[src/rtl/jtcop_mcu_bridge_if.sv]
// Signal bundle between the main CPU bus, the i8751 port bus and the mailbox bridge.
// The bridge takes the slave view; the CPU/MCU side (or a bench) takes the master view.
interface jtcop_mcu_bridge_if #(
    parameter int CHW = 2
);
    logic           main_cs;
    logic           main_rnw;
    logic [CHW-1:0] main_ch;
    logic [1:0]     main_dsn;
    logic [15:0]    main_din;
    logic [15:0]    main_dout;
    logic           main_ok;
    logic [1:0]     mcu_rd_sel;
    logic           mcu_pop;
    logic [CHW-1:0] mcu_wr_ch;
    logic           mcu_wr_lo;
    logic           mcu_wr_hi;
    logic [7:0]     mcu_p0o;
    logic [7:0]     mcu_p0i;
    logic           mcu_int_ack;
    logic           mcu_intn;

    modport master (
        output main_cs, main_rnw, main_ch, main_dsn, main_din,
        output mcu_rd_sel, mcu_pop, mcu_wr_ch, mcu_wr_lo, mcu_wr_hi, mcu_p0o, mcu_int_ack,
        input  main_dout, main_ok, mcu_p0i, mcu_intn
    );

    modport slave (
        input  main_cs, main_rnw, main_ch, main_dsn, main_din,
        input  mcu_rd_sel, mcu_pop, mcu_wr_ch, mcu_wr_lo, mcu_wr_hi, mcu_p0o, mcu_int_ack,
        output main_dout, main_ok, mcu_p0i, mcu_intn
    );
endinterface

[src/rtl/jtcop_mcu_bridge.sv]
// Mailbox bridge: main CPU writes queue into a command FIFO drained bytewise by the
// i8751 through P0; the MCU answers through per-channel 16-bit reply registers.
module jtcop_mcu_bridge #(
    parameter int CHW      = 2,
    parameter int AW       = 2,
    parameter int IRQ_EDGE = 0
) (
    input  logic             clk,
    input  logic             rst_n,
    jtcop_mcu_bridge_if.slave bus
);
    localparam int CH    = 1 << CHW;
    localparam int DEPTH = 1 << AW;
    localparam int EW    = CHW + 16;
    localparam logic [AW:0] FULL_CNT = {1'b1, {AW{1'b0}}};

    logic [DEPTH-1:0][EW-1:0] mem_q, mem_d;
    logic [CH-1:0][15:0]      reply_q, reply_d;
    logic [AW-1:0]            wr_ptr_q, wr_ptr_d;
    logic [AW-1:0]            rd_ptr_q, rd_ptr_d;
    logic [AW:0]              count_q, count_d;
    logic                     ovf_q, ovf_d;
    logic                     wr_term_q, wr_term_d;
    logic                     rd_term_q, rd_term_d;
    logic [1:0]               rd_sel_q, rd_sel_d;
    logic [7:0]               p0i_q, p0i_d;
    logic                     intn_q, intn_d;
    logic [15:0]              dout_q, dout_d;
    logic                     ok_q, ok_d;

    logic          push, push_ok, pop_ok, empty, full, status_rd, rd_edge;
    logic [15:0]   wdata;
    logic [EW-1:0] head;
    logic [7:0]    status;

    always_comb begin
        wr_term_d = bus.main_cs & ~bus.main_rnw;
        rd_term_d = bus.main_cs &  bus.main_rnw;
        push      = wr_term_d & ~wr_term_q;
        rd_edge   = rd_term_d & ~rd_term_q;
        empty     = (count_q == '0);
        full      = (count_q == FULL_CNT);
        pop_ok    = bus.mcu_pop & ~empty;
        // A pop in the same cycle frees the slot, so a push at full still lands.
        push_ok   = push & (~full | pop_ok);
        wdata     = {bus.main_dsn[1] ? 8'h00 : bus.main_din[15:8],
                     bus.main_dsn[0] ? 8'h00 : bus.main_din[7:0]};
        head      = mem_q[rd_ptr_q];
        status    = {empty, full, ovf_q, 5'(count_q)};
        status_rd = (bus.mcu_rd_sel == 2'd2) && (rd_sel_q != 2'd2);
    end

    always_comb begin
        mem_d    = mem_q;
        wr_ptr_d = wr_ptr_q;
        rd_ptr_d = rd_ptr_q;
        if (push_ok) begin
            mem_d[wr_ptr_q] = {bus.main_ch, wdata};
            wr_ptr_d        = wr_ptr_q + 1'b1;
        end
        if (pop_ok)
            rd_ptr_d = rd_ptr_q + 1'b1;
        count_d = count_q + {{AW{1'b0}}, push_ok} - {{AW{1'b0}}, pop_ok};
    end

    always_comb begin
        // A fresh overflow outranks a status-read clear so it is never lost.
        ovf_d = ovf_q;
        if (status_rd)
            ovf_d = 1'b0;
        if (push & ~push_ok)
            ovf_d = 1'b1;
    end

    always_comb begin
        rd_sel_d = bus.mcu_rd_sel;
        case (bus.mcu_rd_sel)
            2'd0:    p0i_d = head[7:0];
            2'd1:    p0i_d = head[15:8];
            2'd2:    p0i_d = status;
            default: p0i_d = 8'(head[EW-1:16]);
        endcase
    end

    always_comb begin
        if (IRQ_EDGE != 0) begin
            intn_d = intn_q;
            if (bus.mcu_int_ack)
                intn_d = 1'b1;
            if (push_ok)
                intn_d = 1'b0;
        end else begin
            intn_d = (count_d == '0);
        end
    end

    always_comb begin
        reply_d = reply_q;
        if (bus.mcu_wr_lo)
            reply_d[bus.mcu_wr_ch][7:0] = bus.mcu_p0o;
        if (bus.mcu_wr_hi)
            reply_d[bus.mcu_wr_ch][15:8] = bus.mcu_p0o;
        // Reads sample the registered reply, so a same-cycle MCU write shows up next time.
        dout_d = rd_edge ? reply_q[bus.main_ch] : dout_q;
        ok_d   = rd_term_d;
    end

    always_ff @(posedge clk) begin
        if (!rst_n) begin
            mem_q     <= '0;
            reply_q   <= '0;
            wr_ptr_q  <= '0;
            rd_ptr_q  <= '0;
            count_q   <= '0;
            ovf_q     <= 1'b0;
            wr_term_q <= 1'b0;
            rd_term_q <= 1'b0;
            rd_sel_q  <= 2'd0;
            p0i_q     <= 8'h00;
            intn_q    <= 1'b1;
            dout_q    <= 16'h0000;
            ok_q      <= 1'b0;
        end else begin
            mem_q     <= mem_d;
            reply_q   <= reply_d;
            wr_ptr_q  <= wr_ptr_d;
            rd_ptr_q  <= rd_ptr_d;
            count_q   <= count_d;
            ovf_q     <= ovf_d;
            wr_term_q <= wr_term_d;
            rd_term_q <= rd_term_d;
            rd_sel_q  <= rd_sel_d;
            p0i_q     <= p0i_d;
            intn_q    <= intn_d;
            dout_q    <= dout_d;
            ok_q      <= ok_d;
        end
    end

    assign bus.mcu_p0i   = p0i_q;
    assign bus.mcu_intn  = intn_q;
    assign bus.main_dout = dout_q;
    assign bus.main_ok   = ok_q;
endmodule

[src/flat_wrapper.sv]
// flat-port wrapper written by rule: the top's interface ports become plain ports
module jtcop_mcu_bridge_flat 
#(
    parameter int CHW      = 2,
    parameter int AW       = 2,
    parameter int IRQ_EDGE = 0
)
  (clk, rst_n, bus_main_cs, bus_main_rnw, bus_main_ch, bus_main_dsn, bus_main_din, bus_mcu_rd_sel, bus_mcu_pop, bus_mcu_wr_ch, bus_mcu_wr_lo, bus_mcu_wr_hi, bus_mcu_p0o, bus_mcu_int_ack, bus_main_dout, bus_main_ok, bus_mcu_p0i, bus_mcu_intn);
  jtcop_mcu_bridge_if #(.CHW(CHW)) bus_i ();
  input  logic clk;
  input  logic rst_n;
  input wire logic [$bits(bus_i.main_cs)-1:0] bus_main_cs;
  input wire logic [$bits(bus_i.main_rnw)-1:0] bus_main_rnw;
  input wire logic [$bits(bus_i.main_ch)-1:0] bus_main_ch;
  input wire logic [$bits(bus_i.main_dsn)-1:0] bus_main_dsn;
  input wire logic [$bits(bus_i.main_din)-1:0] bus_main_din;
  input wire logic [$bits(bus_i.mcu_rd_sel)-1:0] bus_mcu_rd_sel;
  input wire logic [$bits(bus_i.mcu_pop)-1:0] bus_mcu_pop;
  input wire logic [$bits(bus_i.mcu_wr_ch)-1:0] bus_mcu_wr_ch;
  input wire logic [$bits(bus_i.mcu_wr_lo)-1:0] bus_mcu_wr_lo;
  input wire logic [$bits(bus_i.mcu_wr_hi)-1:0] bus_mcu_wr_hi;
  input wire logic [$bits(bus_i.mcu_p0o)-1:0] bus_mcu_p0o;
  input wire logic [$bits(bus_i.mcu_int_ack)-1:0] bus_mcu_int_ack;
  output wire logic [$bits(bus_i.main_dout)-1:0] bus_main_dout;
  output wire logic [$bits(bus_i.main_ok)-1:0] bus_main_ok;
  output wire logic [$bits(bus_i.mcu_p0i)-1:0] bus_mcu_p0i;
  output wire logic [$bits(bus_i.mcu_intn)-1:0] bus_mcu_intn;
  assign bus_i.main_cs = bus_main_cs;
  assign bus_i.main_rnw = bus_main_rnw;
  assign bus_i.main_ch = bus_main_ch;
  assign bus_i.main_dsn = bus_main_dsn;
  assign bus_i.main_din = bus_main_din;
  assign bus_i.mcu_rd_sel = bus_mcu_rd_sel;
  assign bus_i.mcu_pop = bus_mcu_pop;
  assign bus_i.mcu_wr_ch = bus_mcu_wr_ch;
  assign bus_i.mcu_wr_lo = bus_mcu_wr_lo;
  assign bus_i.mcu_wr_hi = bus_mcu_wr_hi;
  assign bus_i.mcu_p0o = bus_mcu_p0o;
  assign bus_i.mcu_int_ack = bus_mcu_int_ack;
  assign bus_main_dout = bus_i.main_dout;
  assign bus_main_ok = bus_i.main_ok;
  assign bus_mcu_p0i = bus_i.mcu_p0i;
  assign bus_mcu_intn = bus_i.mcu_intn;
  jtcop_mcu_bridge #(.CHW(CHW), .AW(AW), .IRQ_EDGE(IRQ_EDGE)) u_core (.clk(clk), .rst_n(rst_n), .bus(bus_i));
endmodule
[config.mk]
export PLATFORM = sky130hd
export DESIGN_NAME = jtcop_mcu_bridge_flat
export DESIGN_NICKNAME = d
export VERILOG_FILES = /design/src/rtl/jtcop_mcu_bridge_if.sv /design/src/rtl/jtcop_mcu_bridge.sv /design/src/flat_wrapper.sv
export SDC_FILE = /design/constraint.sdc
export NUM_CORES = 1
export LEC_CHECK = 0
export BUFFER_PORTS_ARGS = -buffer_cell sky130_fd_sc_hd__buf_2
export CORE_ASPECT_RATIO = 1.5
export CORE_MARGIN = 1.5
export CORE_UTILIZATION = 55
export DETAILED_ROUTE_END_ITERATION = 8
export PLACE_DENSITY = 0.74
export SYNTH_ARGS = -nofsm -noshare
export SYNTH_HDL_FRONTEND = slang
export SYNTH_SLANG_ARGS = --single-unit
[constraint.sdc]
create_clock -name clk -period 2.3 [get_ports clk]
set_input_delay 0.115 -clock clk [delete_from_list [all_inputs] [get_ports clk]]
set_output_delay 0.115 -clock clk [all_outputs]
set_load 0.01 [all_outputs]
==> impl_metrics.xml, run 1 <==
<?xml version="1.0" encoding="UTF-8"?>
<metrics>
  <group name="outcome">
    <metric name="status" unit="">complete, no violations</metric>
  </group>
  <group name="drt">
    <metric name="routed_via_density" unit="">5.53</metric>
    <metric name="post_drt_wl_per_cell" unit="um">17.7</metric>
    <metric name="wirelength" unit="um">17000</metric>
    <metric name="drcViolationCount" unit="">0</metric>
    <metric name="detailedRoute.firstPassIterationCount" unit="">4</metric>
    <metric name="drtAntennaViolNets" unit="">0</metric>
    <metric name="first_iter_violations" unit="">169</metric>
    <metric name="route.vias.total" unit="">5311</metric>
  </group>
  <group name="critical_path">
    <metric name="worst-setup-path-type" unit="">reg2reg</metric>
    <metric name="timing.critical_path.fanout_max" unit="">5</metric>
    <metric name="critPathCaptureType" unit="">register</metric>
    <metric name="startpoint" unit="">u_core.count_q[1]$_SDFF_PN0_</metric>
    <metric name="timing.critical_path.required" unit="ps">2610</metric>
    <metric name="r2r-start" unit="">u_core.count_q[1]$_SDFF_PN0_</metric>
    <metric name="critical_path_arrival" unit="ps">2520</metric>
    <metric name="worst_setup_path_endpoint" unit="">u_core.bus.mcu_intn$_SDFF_PN1_</metric>
    <metric name="worst_setup_path_start_kind" unit="">register</metric>
    <metric name="regToRegEndpoint" unit="">u_core.bus.mcu_intn$_SDFF_PN1_</metric>
    <metric name="setup.reg_to_reg.worst_slack" unit="ps">80</metric>
    <metric name="rr_worst_depth" unit="">9</metric>
  </group>
  <group name="clocking">
    <metric name="deepest_level_of_the_cts_h_tree" unit="">4</metric>
    <metric name="cts_num_sinks" unit="">173</metric>
    <metric name="cts_buffer_depth" unit="">2</metric>
    <metric name="clock_tree_root" unit="">sky130_fd_sc_hd__clkbuf_16</metric>
    <metric name="clkLatencyLatePin" unit="ps">430</metric>
    <metric name="tritoncts" unit="">built</metric>
    <metric name="clkSlewWorstSetupHoldPaths" unit="ps">70</metric>
    <metric name="numCtsBuffers" unit="">17</metric>
  </group>
  <group name="place">
    <metric name="detailedPlace.worstSlack" unit="ps">82.7</metric>
    <metric name="gp_congestion" unit="">0.745</metric>
    <metric name="place_inst" unit="">924</metric>
    <metric name="detailed_place_hpwl" unit="um">11600</metric>
    <metric name="post_dp_cell_area" unit="um^2">8210</metric>
    <metric name="buffer_ports.inserted" unit="">64</metric>
  </group>
  <group name="grt">
    <metric name="grt_start_max_net_pins" unit="">66</metric>
    <metric name="grtUsageTotal" unit="%">23.9</metric>
    <metric name="grt_remaining_overflow" unit="">0</metric>
    <metric name="number_of_global_route_vias_before_repair" unit="">5449</metric>
    <metric name="grt_antenna_before_repair" unit="">0</metric>
    <metric name="grt_pass1_wl" unit="um">27400</metric>
  </group>
  <group name="logic_synthesis">
    <metric name="number_of_flops_mapped_to_enable_cells_by_yosys" unit="">0</metric>
    <metric name="post_synth.cell_area_avg" unit="um^2">10.7</metric>
    <metric name="yosysUniqueCellTypes" unit="">36</metric>
    <metric name="ys_ff_latch" unit="">173</metric>
    <metric name="seq_area_frac_synth" unit="%">44.4</metric>
    <metric name="synth_largest_area_cell" unit="">sky130_fd_sc_hd__dfxtp_1</metric>
    <metric name="synth_top_family_by_area" unit="">multiplexers</metric>
    <metric name="yosys-mux-area-fraction" unit="%">24.1</metric>
    <metric name="syn_area" unit="um^2">7800</metric>
    <metric name="synth-adder-area-share" unit="%">1.22</metric>
    <metric name="synthCells" unit="">731</metric>
    <metric name="mappedNetlistNets" unit="">778</metric>
    <metric name="post_synth_xor_area_fraction" unit="%">0.561</metric>
    <metric name="post-synth-top-area-fraction" unit="%">44.4</metric>
    <metric name="yosysWarningCount" unit="">0</metric>
    <metric name="synth-compound-area-share" unit="%">5.84</metric>
    <metric name="post_synth_and_or_nand_nor_area_fraction" unit="%">19.0</metric>
    <metric name="synth.area.top_cells" unit="">sky130_fd_sc_hd__dfxtp_1 44%, sky130_fd_sc_hd__mux2i_1 15%, sky130_fd_sc_hd__nor2b_1 9.3%</metric>
    <metric name="synth-main-ff-cell" unit="">sky130_fd_sc_hd__dfxtp_1</metric>
    <metric name="postSynth.asyncResetShare" unit="%">0</metric>
  </group>
  <group name="cells_and_area">
    <metric name="post_route_cells_drive_above_1_share" unit="%">21.6</metric>
    <metric name="fin_util" unit="%">63.1</metric>
    <metric name="nets" unit="">829</metric>
    <metric name="antennaDiodeCount" unit="">0</metric>
    <metric name="mostFrequentLayoutCells" unit="">173 x sky130_fd_sc_hd__dfxtp_1, 116 x sky130_fd_sc_hd__nor2b_1, 114 x sky130_fd_sc_hd__mux2i_1</metric>
    <metric name="layout.cells.most_common" unit="">sky130_fd_sc_hd__dfxtp_1</metric>
    <metric name="layout-area-overhead-vs-synth" unit="%">12.7</metric>
    <metric name="final_cell_count_no_fill" unit="">960</metric>
    <metric name="final_cell_area" unit="um^2">8790</metric>
  </group>
  <group name="die">
    <metric name="die_width" unit="um">100</metric>
    <metric name="floorplan.die.height" unit="um">149</metric>
    <metric name="core_area" unit="um^2">13900</metric>
    <metric name="io_pins" unit="">66</metric>
    <metric name="die_area" unit="um^2">14900</metric>
    <metric name="floorplan.initialDensity" unit="%">56.0</metric>
    <metric name="num_rows" unit="">53</metric>
  </group>
  <group name="worst_hold_path">
    <metric name="holdCritPathClass" unit="">in2reg</metric>
    <metric name="hold_path_depth" unit="">3</metric>
  </group>
  <group name="timing">
    <metric name="grt_setup_unrepaired" unit="">false</metric>
    <metric name="setup_tns" unit="ps">0</metric>
    <metric name="timing.hold.ws" unit="ps">34.8</metric>
    <metric name="pins_over_their_slew_limit" unit="">0</metric>
    <metric name="clock.fmax" unit="MHz">451</metric>
    <metric name="finalWorstPathRequiredPeriod" unit="ps">2220</metric>
    <metric name="layout_setup_ws" unit="ps">84.7</metric>
    <metric name="timing_worst_slew_pin_value" unit="ps">647</metric>
    <metric name="setup_viol" unit="">0</metric>
    <metric name="timing.clock.skew" unit="ps">8.64</metric>
    <metric name="timing.final.crit_share" unit="%">96.3</metric>
    <metric name="final_hold_viol_count" unit="">0</metric>
    <metric name="relSlewSlack" unit="%">56.9</metric>
  </group>
  <group name="power_and_ir_drop">
    <metric name="p_per_area" unit="nW/um^2">781</metric>
    <metric name="vdd.ir_drop.worst" unit="mV">0.581</metric>
    <metric name="power" unit="mW">6.87</metric>
    <metric name="leakage" unit="nW">3.80</metric>
  </group>
  <group name="job">
    <metric name="cap_viol_max_count" unit="">0</metric>
  </group>
</metrics>
repair_timing:
action,4_1_cts,5_1_grt
setup buffers,0,1
endpoints found under the setup margin,0,2
gates resized for setup,0,1
endpoints found under the hold margin,2,0
hold buffers,3,0
cells by family (layout without fill, tap and decap cells):
logic type,Yosys count,after routing
adders and majority gates,7,7
xor gates and xnor gates,5,5
muxes,148,148
DFF,173,173
and+or+nand+nor,266,266
AOI/OAI and AO/OA,64,64
buffers and inverters,68,132
routing by layer:
layer  global-route usage [%]  routed length (um)  up-vias  part of all wire, %
met5                        0                   0        -                    0
met4                     8.80                 246        0                  1.5
met3                     4.08                 485       17                  2.9
met2                     44.9                9420      103                   56
met1                     26.6                6800     2597                   40
li1                         -                   -     2594                    -
layout make-up:
| cell class | count | area (um^2) |
|---|---|---|
| multi-input combinational | 490 | 3960 |
| sequential | 173 | 3460 |
| timing repair buffer | 92 | 591 |
| fill | 1142 | 5130 |
| inverter | 8 | 30.0 |
| clock inverter | 14 | 110 |
| tap | 165 | 206 |
| clock buffer | 18 | 429 |
worst min-delay path by stage:
| stage | from | end |
|---|---|---|
| floorplan | bus_main_rnw | u_core.wr_term_q$_SDFF_PN0_ |
| global placement | bus_main_rnw | u_core.wr_term_q$_SDFF_PN0_ |
| detailed placement | bus_main_rnw | u_core.wr_term_q$_SDFF_PN0_ |
| CTS | bus_mcu_rd_sel[1] | u_core.bus.mcu_p0i[1]$_SDFF_PN0_ |
| global route | bus_mcu_p0o[6] | u_core.reply_q[22]$_SDFFE_PN0P_ |
| finish | bus_mcu_p0o[6] | u_core.reply_q[46]$_SDFFE_PN0P_ |
Yosys cell counts, types with 3 or more instances:
master and n:
sky130_fd_sc_hd__o21ai_0 6, sky130_fd_sc_hd__and2b_2 10, sky130_fd_sc_hd__nand2_1 75, sky130_fd_sc_hd__xnor2_1 4
sky130_fd_sc_hd__nand2b_1 3, sky130_fd_sc_hd__mux4_2 32, sky130_fd_sc_hd__dfxtp_1 173, sky130_fd_sc_hd__buf_6 7
sky130_fd_sc_hd__nor2b_1 116, sky130_fd_sc_hd__a21boi_1 10, sky130_fd_sc_hd__o22ai_1 3, sky130_fd_sc_hd__buf_12 4
sky130_fd_sc_hd__inv_1 8, sky130_fd_sc_hd__a21boi_0 39, sky130_fd_sc_hd__a21oi_1 4, sky130_fd_sc_hd__and2_1 8
sky130_fd_sc_hd__nand3_2 4, sky130_fd_sc_hd__buf_2 6, sky130_fd_sc_hd__clkbuf_1 38, sky130_fd_sc_hd__ha_1 6
sky130_fd_sc_hd__buf_1 5, sky130_fd_sc_hd__nand3_1 36, sky130_fd_sc_hd__mux2i_1 114, sky130_fd_sc_hd__nor2_1 5
report_power, final:
part | internal (mW) | switching [mW] | total, mW
clock | 1.40 | 1.22 | 2.62
sequential | 3.12 | 0.0976 | 3.21
combinational | 0.511 | 0.532 | 1.04
state kept, by name, indices dropped and copies added (netlist names):
name and cells:
u_core.ovf_q 1, u_core.wr_ptr_q 2, u_core.rd_sel_q 2, u_core.reply_q 64, u_core.count_q 3, u_core.rd_term_q 1
u_core.rd_ptr_q 2, u_core.mem_q 72, u_core.bus.mcu_intn 1, u_core.bus.mcu_p0i 8, u_core.wr_term_q 1, u_core.bus.main_dout 16
critical path, stage by stage (launching register included):
cell and delay (ps):
sky130_fd_sc_hd__dfxtp_1 320, sky130_fd_sc_hd__buf_4 150, sky130_fd_sc_hd__or4b_1 550, sky130_fd_sc_hd__nand2_2 110
sky130_fd_sc_hd__inv_1 60, sky130_fd_sc_hd__ha_1 190, sky130_fd_sc_hd__inv_1 70, sky130_fd_sc_hd__fa_1 450
sky130_fd_sc_hd__nand2b_1 110, sky130_fd_sc_hd__o21ai_0 70
(Power assumes the default switching activity.)
==> run 2, diff against run 1 <==
--- a/config.mk
+++ b/config.mk
@@ -6,11 +6,13 @@
 export NUM_CORES = 1
 export LEC_CHECK = 0
 export BUFFER_PORTS_ARGS = -buffer_cell sky130_fd_sc_hd__buf_2
+export CELL_PAD_IN_SITES_DETAIL_PLACEMENT = 0
+export CELL_PAD_IN_SITES_GLOBAL_PLACEMENT = 1
 export CORE_ASPECT_RATIO = 1.5
 export CORE_MARGIN = 1.5
-export CORE_UTILIZATION = 55
+export CORE_UTILIZATION = 47
 export DETAILED_ROUTE_END_ITERATION = 8
-export PLACE_DENSITY = 0.74
+export PLACE_DENSITY_LB_ADDON = 0.1
 export SYNTH_ARGS = -nofsm -noshare
 export SYNTH_HDL_FRONTEND = slang
 export SYNTH_SLANG_ARGS = --single-unit
==> impl_metrics.xml, run 2 (synthesis results as in run 1) <==
<?xml version="1.0" encoding="UTF-8"?>
<metrics>
  <group name="critical_path">
    <metric name="worst_setup_path_start_kind" unit="">register</metric>
    <metric name="timing.critical_path.required" unit="ps">2580</metric>
    <metric name="worst-setup-path-type" unit="">reg2reg</metric>
    <metric name="critical_path_arrival" unit="ps">2470</metric>
    <metric name="slowest_stage" unit="">sky130_fd_sc_hd__dfxtp_1</metric>
    <metric name="critical_path.cell_chain" unit="">o31a_2 -&gt; ha_1 -&gt; inv_1 -&gt; ha_1 -&gt; inv_1 -&gt; fa_1 -&gt; xnor2_1 -&gt; xnor2_1 -&gt; o21ai_0</metric>
    <metric name="timing.critical_path.fanout_max" unit="">6</metric>
    <metric name="cp_num_buf_inv" unit="">2</metric>
    <metric name="critPathMaxStageDelay" unit="ps">380</metric>
    <metric name="critPathCaptureType" unit="">register</metric>
    <metric name="cp_top_family" unit="">adder cells</metric>
  </group>
  <group name="cells_and_area">
    <metric name="layout.filler_cells" unit="">1442</metric>
    <metric name="post_route_cells_drive_above_1_share" unit="%">22.0</metric>
    <metric name="fin_util" unit="%">54.9</metric>
    <metric name="layout-area-overhead-vs-synth" unit="%">14.4</metric>
    <metric name="registers.top_by_ff_count" unit="">u_core.mem_q</metric>
    <metric name="mostFrequentLayoutCells" unit="">173 x sky130_fd_sc_hd__dfxtp_1, 116 x sky130_fd_sc_hd__nor2b_1, 114 x sky130_fd_sc_hd__mux2i_1</metric>
    <metric name="register_area" unit="um^2">3460</metric>
    <metric name="antennaDiodeCount" unit="">0</metric>
    <metric name="nets" unit="">833</metric>
    <metric name="layout.cells.most_common" unit="">sky130_fd_sc_hd__dfxtp_1</metric>
    <metric name="final_cell_area" unit="um^2">8930</metric>
    <metric name="combined_area_of_the_multi_input_logic_cells" unit="um^2">3960</metric>
    <metric name="number_of_flip_flops_in_the_largest_register" unit="">72</metric>
  </group>
  <group name="place">
    <metric name="buffer_ports.inserted" unit="">64</metric>
    <metric name="detailed_place_hpwl" unit="um">12000</metric>
    <metric name="gp_congestion" unit="">0.792</metric>
    <metric name="post_dp_cell_area" unit="um^2">8300</metric>
  </group>
  <group name="clocking">
    <metric name="cts_num_sinks" unit="">173</metric>
    <metric name="numCtsBuffers" unit="">17</metric>
    <metric name="cts_buffer_depth" unit="">2</metric>
    <metric name="clock_tree_root" unit="">sky130_fd_sc_hd__clkbuf_16</metric>
    <metric name="cts_resized" unit="">0</metric>
    <metric name="clkSlewWorstSetupHoldPaths" unit="ps">60</metric>
    <metric name="post-cts-setup-buffers" unit="">0</metric>
    <metric name="deepest_level_of_the_cts_h_tree" unit="">4</metric>
    <metric name="clkLatencyLatePin" unit="ps">420</metric>
    <metric name="tritoncts" unit="">built</metric>
  </group>
  <group name="drt">
    <metric name="routed_via_density" unit="">5.23</metric>
    <metric name="drtAntennaViolNets" unit="">0</metric>
    <metric name="route.vias.total" unit="">5252</metric>
    <metric name="post_drt_wl_per_cell" unit="um">17.5</metric>
    <metric name="detailedRoute.firstPassIterationCount" unit="">4</metric>
    <metric name="wirelength" unit="um">17600</metric>
    <metric name="drcViolationCount" unit="">0</metric>
    <metric name="first_iter_violations" unit="">164</metric>
  </group>
  <group name="grt">
    <metric name="grt_remaining_overflow" unit="">0</metric>
    <metric name="grt_antenna_before_repair" unit="">0</metric>
    <metric name="grt_pass1_wl" unit="um">28700</metric>
    <metric name="global_route.usage.met3" unit="%">3.69</metric>
    <metric name="grtUsageTotal" unit="%">21.7</metric>
    <metric name="gr-max-usage-layer" unit="">met2</metric>
    <metric name="met1_track_demand_over_resource" unit="%">25.0</metric>
    <metric name="number_of_global_route_vias_before_repair" unit="">5415</metric>
    <metric name="grt_use_met2" unit="%">39.3</metric>
    <metric name="grt_start_max_net_pins" unit="">55</metric>
  </group>
  <group name="timing">
    <metric name="grt_setup_unrepaired" unit="">false</metric>
    <metric name="timing.final.crit_share" unit="%">95.5</metric>
    <metric name="timing.clock.skew" unit="ps">5.70</metric>
    <metric name="finalWorstPathRequiredPeriod" unit="ps">2200</metric>
    <metric name="pins_over_their_slew_limit" unit="">0</metric>
    <metric name="relSlewSlack" unit="%">57.5</metric>
    <metric name="setup_tns" unit="ps">0</metric>
    <metric name="timing.hold.ws" unit="ps">50.8</metric>
    <metric name="final_hold_viol_count" unit="">0</metric>
    <metric name="clock.fmax" unit="MHz">456</metric>
    <metric name="setup_viol" unit="">0</metric>
    <metric name="timing_worst_slew_pin_value" unit="ps">636</metric>
  </group>
  <group name="die">
    <metric name="floorplan.initialDensity" unit="%">48.0</metric>
    <metric name="core_area" unit="um^2">16300</metric>
    <metric name="die_area" unit="um^2">17400</metric>
    <metric name="num_rows" unit="">57</metric>
    <metric name="die_width" unit="um">108</metric>
    <metric name="io_pins" unit="">66</metric>
    <metric name="floorplan.die.height" unit="um">161</metric>
  </group>
  <group name="power_and_ir_drop">
    <metric name="p_per_area" unit="nW/um^2">802</metric>
    <metric name="vdd.ir_drop.worst" unit="mV">0.508</metric>
    <metric name="power" unit="mW">7.16</metric>
    <metric name="leakage" unit="nW">3.83</metric>
  </group>
  <group name="outcome">
    <metric name="status" unit="">complete, no violations</metric>
  </group>
  <group name="worst_hold_path">
    <metric name="holdCritPathClass" unit="">in2reg</metric>
  </group>
  <group name="job">
    <metric name="cap_viol_max_count" unit="">0</metric>
  </group>
</metrics>
==> run 2: routing by layer <==
layer | part of all wire, % | up-vias
li1 | - | 2601
met1 | 42 | 2543
met2 | 53 | 80
met3 | 2.2 | 28
met4 | 2.9 | 0
met5 | 0 | -
==> run 2: area by class of cell <==
cell class,instances,area share [%]
multi-input combinational,490,44.4
sequential,173,38.8
timing repair buffer,96,6.95
clock buffer,17,4.76
tap,206,2.89
clock inverter,15,1.92
inverter,8,0.336
==> run 2: final timing paths <==
kind | from | endpoint | slack (ps) | cells after the start
worst min register to register | u_core.bus.main_dout[8]$_SDFFE_PN0P_ | u_core.bus.main_dout[8]$_SDFFE_PN0P_ | 450 | 2
worst max register to register | u_core.count_q[2]$_SDFF_PN0_ | u_core.bus.mcu_intn$_SDFF_PN1_ | 100 | 9
worst max-delay path | u_core.count_q[2]$_SDFF_PN0_ | u_core.bus.mcu_intn$_SDFF_PN1_ | 100 | 9
worst min-delay path | bus_mcu_p0o[5] | u_core.reply_q[29]$_SDFFE_PN0P_ | 50 | 3
==> run 2: power by group <==
group / internal (mW) / total [mW] / switching [mW]
logic: 0.515 / 1.04 / 0.529
registers: 3.12 / 3.20 / 0.0882
clock network: 1.71 / 2.92 / 1.21
total: 5.34 / 7.16 / 1.83
==> run 2: worst reg2reg max path: stages (launching register included) <==
cell	delay, ps
sky130_fd_sc_hd__dfxtp_1	380
sky130_fd_sc_hd__o31a_2	340
sky130_fd_sc_hd__ha_1	290
sky130_fd_sc_hd__inv_1	50
sky130_fd_sc_hd__ha_1	140
sky130_fd_sc_hd__inv_1	50
sky130_fd_sc_hd__fa_1	370
sky130_fd_sc_hd__xnor2_1	170
sky130_fd_sc_hd__xnor2_1	140
sky130_fd_sc_hd__o21ai_0	110
==> run 2: what timing repair did <==
item | CTS | global route
endpoints found under the hold margin | 2 | 0
hold buffers | 3 | 0
setup endpoints to repair | 0 | 0
==> run 2: through the flow <==
stage	std cells	worst slack, ps
3_5_place_dp	970	112
4_1_cts	1005	99.0
6_report	1005	105
2_1_floorplan	731	186
5_1_grt	1005	9.17
3_3_place_gp	970	177
